--- config.mk ---
export PLATFORM = sky130hd
export DESIGN_NAME = nibble_serial_addsub
export DESIGN_NICKNAME = d
export VERILOG_FILES = /design/src/rtl/nibble_serial_addsub.sv
export SDC_FILE = /design/constraint.sdc
export NUM_CORES = 1
export LEC_CHECK = 0
export CAP_MARGIN = 20
export CORE_AREA = 2 2 60 118
export DETAILED_ROUTE_END_ITERATION = 16
export DIE_AREA = 0 0 62 120
export PLACE_DENSITY_LB_ADDON = 0.25
export SLEW_MARGIN = 20
export SYNTH_ARGS = -nofsm -noshare
export SYNTH_HDL_FRONTEND = slang
export SYNTH_HIERARCHICAL = 1
export SYNTH_SLANG_ARGS = --single-unit
--- constraint.sdc ---
create_clock -name clk -period 2.5 [get_ports clk]
set_input_delay 0.5 -clock clk [delete_from_list [all_inputs] [get_ports clk]]
set_output_delay 0.5 -clock clk [all_outputs]
set_load 0.02 [all_outputs]
--- src/rtl/nibble_serial_addsub.sv ---
// Multi-cycle WIDTH-bit adder/subtractor that streams operands one nibble per clock
// through a single 4-bit ripple-carry adder, LSB nibble first.

module fourBitRCA (
    input  logic [3:0] A,
    input  logic [3:0] B,
    input  logic       Cin,
    output logic [3:0] Sum,
    output logic       Cout
);
    logic [4:0] c;

    always_comb begin
        c    = '0;
        Sum  = '0;
        c[0] = Cin;
        for (int i = 0; i < 4; i++) begin
            Sum[i]   = A[i] ^ B[i] ^ c[i];
            c[i + 1] = (A[i] & B[i]) | (A[i] & c[i]) | (B[i] & c[i]);
        end
        Cout = c[4];
    end
endmodule

module nibble_serial_addsub #(
    parameter int unsigned WIDTH = 16
) (
    input  logic             clk,
    input  logic             rst,
    input  logic             start,
    input  logic             sub,
    input  logic [WIDTH-1:0] A,
    input  logic [WIDTH-1:0] B,
    output logic             busy,
    output logic             done,
    output logic [WIDTH-1:0] Result,
    output logic             Cout,
    output logic             Ovf
);
    localparam int unsigned NIB = WIDTH / 4;
    localparam int unsigned IW  = (NIB > 1) ? $clog2(NIB) : 1;

    typedef enum logic [1:0] {StIdle, StRun, StDone} state_t;

    state_t           state_q, state_d;
    logic [WIDTH-1:0] a_q, b_q;
    logic [WIDTH-5:0] sum_q;
    logic             carry_q;
    logic [IW-1:0]    idx_q;

    logic [3:0]       rca_sum;
    logic             rca_cout;
    logic [WIDTH-1:0] sum_next;
    logic             accept;
    logic             last;

    fourBitRCA u_rca (
        .A    (a_q[3:0]),
        .B    (b_q[3:0]),
        .Cin  (carry_q),
        .Sum  (rca_sum),
        .Cout (rca_cout)
    );

    // New nibble enters at the top so the LSB nibble ends up at bit 0 after NIB shifts.
    assign sum_next = {rca_sum, sum_q};

    always_comb begin
        state_d = state_q;
        accept  = 1'b0;
        last    = (state_q == StRun) && (idx_q == IW'(NIB - 1));
        unique case (state_q)
            StIdle: begin
                if (start) begin
                    accept  = 1'b1;
                    state_d = StRun;
                end
            end
            StRun: begin
                if (last) state_d = StDone;
            end
            StDone: begin
                if (start) begin
                    accept  = 1'b1;
                    state_d = StRun;
                end else begin
                    state_d = StIdle;
                end
            end
            default: state_d = StIdle;
        endcase
    end

    always_ff @(posedge clk or posedge rst) begin
        if (rst) begin
            state_q <= StIdle;
        end else begin
            state_q <= state_d;
        end
    end

    always_ff @(posedge clk or posedge rst) begin
        if (rst) begin
            a_q     <= '0;
            b_q     <= '0;
            sum_q   <= '0;
            carry_q <= 1'b0;
            idx_q   <= '0;
            Result  <= '0;
            Cout    <= 1'b0;
            Ovf     <= 1'b0;
        end else if (accept) begin
            a_q     <= A;
            b_q     <= sub ? ~B : B;
            carry_q <= sub;
            idx_q   <= '0;
        end else if (state_q == StRun) begin
            a_q     <= a_q >> 4;
            b_q     <= b_q >> 4;
            sum_q   <= sum_next[WIDTH-1:4];
            carry_q <= rca_cout;
            idx_q   <= idx_q + 1'b1;
            if (last) begin
                // On the last nibble a_q/b_q[3] hold the operand sign bits.
                Result <= sum_next;
                Cout   <= rca_cout;
                Ovf    <= (a_q[3] == b_q[3]) && (rca_sum[3] != a_q[3]);
            end
        end
    end

    assign busy = (state_q == StRun);
    assign done = (state_q == StDone);
endmodule

* Yosys cells after proc, flatten, opt, wreduce, memory -nomap -nowiden
Index checks and enable logic that the tools add are counted.
** Word-level totals
- Register bits after elaboration :: 67
- Word-level logic and storage cells :: 70
** Cells by class
- Add/sub/neg operators :: 1
- Equality and inequality tests :: 7
- Mux-type cells :: 15
- Bitwise logic cells :: 30
- Reductions and logical operators :: 8
** Operators by type and width (number)
- 16-bit two-way mux :: 5
- 16-bit NOT :: 1
- 1-bit AND :: 12
- 2-bit two-way mux :: 4
- 1-bit OR :: 8
- 1-bit XOR :: 8
- 2-bit case mux with 3 select lines :: 1
- 1-bit two-way mux :: 5
- 2-bit equality test, second input constant :: 2
- 2-bit AND reduction :: 2
- 3-bit AND reduction :: 1
- 2-bit by 1-bit adder with 2-bit output, second input constant :: 1
- 2-bit by 1-bit equality test with 1-bit output, second input constant :: 1
- 1-bit logical AND :: 2
- 2-bit zero test :: 1
- 2-bit by 1-bit != test with 1-bit output, second input constant :: 1
- 2-bit != test, second input constant :: 1
- 2-bit nonzero test :: 1
- 2-bit OR reduction :: 1
- 1-bit equality test :: 1
- 1-bit != test :: 1
- 1-bit NOT :: 1

* Longest topological paths before layout
Gate-level depths: netlist of the first run.
- Depth after elaboration :: 14
- Mapped depth :: 11
- Depth with buffers taken out :: 11

* Modules after synthesis
The synthesis of the first run kept the hierarchy.
** Modules (own cells, without submodules)
- nibble_serial_addsub :: times used 1, cells each 264, area an instance 2854.0 um^2, seq. area each 1676.6 um^2
- fourBitRCA :: times used 1, cells each 14, area an instance 117.6 um^2, seq. area each 0.0 um^2

* Worst setup path before layout of the first run
No wires, ideal clock.
- Path kind :: register to register
- Start point :: reg a_q[0]
- End point :: reg Ovf
- Library setup time :: 0.129 ns
- Arrival :: 2.232 ns
- Required time :: 2.371 ns
- Slack :: 0.139 ns
- Cell stages (with the launch flop) :: 12
- Period minus slack after synthesis :: 2.361 ns
- Cells stage by stage :: dfrtp_1 > inv_1 > fa_1 > inv_1 > fa_1 > fa_1 > inv_1 > fa_1 > inv_1 > and3b_1 > a21oi_1 > o21ai_0
** Between the ends
- Word-level cells in the longest chain between the ends :: 12
- Elaborated cells on any way between the ends :: 15
- Classes of those cells :: 1 x eq/ne; 13 x bitwise; 1 x reduce/logical
** RTL lines
- from (decl) :: line 46 : logic [WIDTH-1:0] a_q, b_q;
- from (signal assigned) :: line 118 : a_q <= a_q >> 4;
- 1-bit AND :: line 19 : c[i + 1] = (A[i] & B[i]) | (A[i] & c[i]) | (B[i] & c[i]);
- 1-bit OR * (2 in a row) :: line 19
- 1-bit AND :: line 19
- 1-bit OR :: line 19
- 1-bit OR * :: line 19
- 1-bit AND :: line 19
- 1-bit OR :: line 19
- 1-bit OR * :: line 19
- 1-bit XOR * :: line 18 : Sum[i] = A[i] ^ B[i] ^ c[i];
- via rca_sum[3] :: line 51 : logic [3:0] rca_sum;
- 1-bit != test * :: line 127 : Ovf <= (a_q[3] == b_q[3]) && (rca_sum[3] != a_q[3]);
- 1-bit logical AND * :: line 127
- to (signal assigned) :: line 127
- to (decl) :: line 38 : output logic Ovf
Mark *: on every way through the listed nets, which the timed path passes. The rest lies on a longest branch.
A chain may end at the register's enable or synchronous reset.

* Worst setup path in the final report of the first run
Same ends and word-level chain as after synthesis.

==> results of run 1 <==
## power breakdown
part           internal (mW)  leakage [nW]  total (mW)  switching (mW)
clock network          0.742         0.141        1.16           0.419
logic                   1.02         0.828        2.20            1.18
registers               1.60         0.836        1.91           0.306
total                   3.37          1.81        5.27            1.90
## state kept, by name (all words and copies together), names as in the netlist
register and cells:
Result 16, a_q 16, b_q 16, sum_q 12
idx_q 2, state_q 2, Cout 1, Ovf 1
carry_q 1
## final timing paths
check                           cells after the start               endpoint                  from
worst max-delay path                               11        Ovf$_DFFE_PP0P_    a_q[0]$_DFFE_PP0P_
worst min-delay path                                2   sum_q[1]$_DFFE_PP0P_  sum_q[1]$_DFFE_PP0P_
worst max register to register                     11        Ovf$_DFFE_PP0P_    a_q[0]$_DFFE_PP0P_
worst min register to register                      2   sum_q[1]$_DFFE_PP0P_  sum_q[1]$_DFFE_PP0P_
max in group asynchronous                           3     a_q[8]$_DFFE_PP0P_                   rst
min in group asynchronous                           3  Result[4]$_DFFE_PP0P_                   rst
## placed cells by master, fill, tap and decap left out, types with 9 or more instances in the layout
cell	netlist	final
buf_4	1	10
mux2_2	17	17
xor2_1	9	9
nand2_1	68	68
nand3_1	10	10
a22oi_1	9	9
nor2_1	17	17
clkbuf_16	0	9
clkdlybuf4s50_1	0	55
dfrtp_1	67	67
## metal layers
| layer | vias to the layer above | wire [um] | track usage (%) |
|---|---|---|---|
| li1 | 1037 | - | - |
| met4 | 0 | 131 | 8.378 |
| met1 | 1058 | 2368 | 21.87 |
| met5 | - | 0 | 0 |
| met2 | 50 | 3170 | 28.52 |
| met3 | 8 | 193 | 4.526 |
## through the flow
stage	hold slack (ps)	power, mW	std cells
final	468.4	5.271	428
after global routing	506.2	5.673	428
after CTS	471.6	5.302	427
after detailed placement	458.6	4.121	412
after global placement	453.9	4.035	412
after floorplan	441.8	3.371	278
## timing repair
item | in CTS | in global routing
hold endpoints to repair | 0 | 0
setup endpoints to repair | 0 | 1
resized for setup | 0 | 5
buffers inserted | 0 | 1
## layout make-up
class / count / area, um2
repair buffers: 66 / 645.6
multi-input cells: 179 / 1132
inverters: 13 / 53.80
clock buffers: 13 / 270.3
clock inverters: 2 / 10.01
well taps: 88 / 110.1
flip-flops and latches: 67 / 1677
fillers: 585 / 2670
## critical path, delay by kind of cell, from the launching register on
family | cells | cell delay [ps]
AO/OA/AOI/OAI | 2 | 180
buffers and inverters | 4 | 260
adder cells (fa/ha/maj) | 4 | 1260
flip-flops | 1 | 380
AND/OR/NAND/NOR | 1 | 160
## kinds of logic after synthesis
group	synth area share, %
buffers and inverters	5.642
flip-flops	56.42
XOR/XNOR	4.716
AO/OA/AOI/OAI	9.474
multiplexers	6.442
AND/OR/NAND/NOR	14.19
adder cells (fa/ha/maj)	3.116
==> qor.txt, run 1 <==
Sum Neg Setup Slack: 0 ps
kind of critical path: flip-flop to flip-flop
asr flop ratio synth: 100.0%
io pins: 56
CP max stage delay: 430 ps
CP Launch Type: flip-flop
routability-driven placement congestion ratio: 0.7588
DP Area: 3606 um2
endpoints failing hold: 0
Final ANT Viol Nets: 0
H-tree depth: 3
sequential fraction of the synthesis area: 56.42%
vias in the first global route: 2115
Mapped Cells: 278
R2R setup slack: 120 ps
Slew headroom: 62.10%
Critical Path RT: 2700 ps
YS warnings: 6
mean routed wirelength per cell: 13.70 um
cts hold-fix bufs: 0
Mapped Area: 2972 um2
largest net degree at the start of global routing: 68
RSZ-0062 raised after global routing: no
dpl hpwl: 3961 um
nets: 377
Num CTS Buffers: 9
die height: 120 um
layout cells sized above 1: 14.71%
Pre-antenna DRT Iters: 4
Mean Syn Cell Area: 10.69 um2
Synth cell types: 28
post-layout instance area: 3899 um2
crit path max fanout: 2
Power Density: 1352 nW/um2
Clock Sinks: 67
post-layout util: 59.35%
Worst EP arrival: 2580 ps
ys flop type: dfrtp_1
via count: 2153
top-area cell type share of the netlist area: 56.42%
Max Cap Viol: 0
initial core utilization: 45.24%
core area: 6569 um2
Placement Setup Slack: 24.65 ps
flops & latches, synth: 67
Via density: 5.030
crit path time final: 2379 ps
clock tree buffer depth: 2
Final WS setup: 121.2 ps
PortBufs: 55
Worst Setup End Kind: flip-flop
ranking of synthesized cells by area: dfrtp_1 (56%), nand2_1 (8.6%), mux2_2 (6.4%)
final worst-path cycle share: 95.15%
leak pwr: 1.806 nW
first-pass GRT wire length: 9784 um
Die X: 62 um
Setup violations, final: 0
Peak VDD IR: 0.6081 mV
initial antenna violation count: 0
count leader, synth: nand2_1
Post-route DRC: 0
Area Overhead vs Synth: 31.20%
number of synthesized flops with an enable pin: 0
max-slew violation count: 0
worst-margin pin slew: 566.8 ps
Commonest cells post-synth: nand2_1 (68), dfrtp_1 (67), mux2_2 (17), nor2_1 (17), buf_2 (13)
drt total wl: 5862 um
clk root buf: clkbuf_16
status: finished clean
gr ovfl total: 0
TritonCTS clock tree: done
clk slew on worst S/H paths: 50 ps
clock skew: 4.045 ps
Ant. Diodes: 0
post-synthesis net count: 319
Initial DRC Count: 94
# rows: 42
Crit-path slowest cell: fa_1
clk_lat worst skew: 330 ps
critical-path cell list: inv_2 > fa_1 > inv_1 > fa_2 > fa_2 > inv_1 > fa_1 > inv_2 > and3b_1 > a21oi_1 > o21ai_0
Hold Crit Class: flip-flop to flip-flop
overall routing resource usage: 17.93%
f_max: 0.4204 GHz
die area: 7440 um2
Synth area leader: dfrtp_1
No activity file was read; power rests on OpenSTA's default activity.
==> run 2: changes to the inputs <==
- SLEW_MARGIN: 20 -> not set
==> results of run 2 <==
Final layout, timing and power as in run 1 (identical DEF).
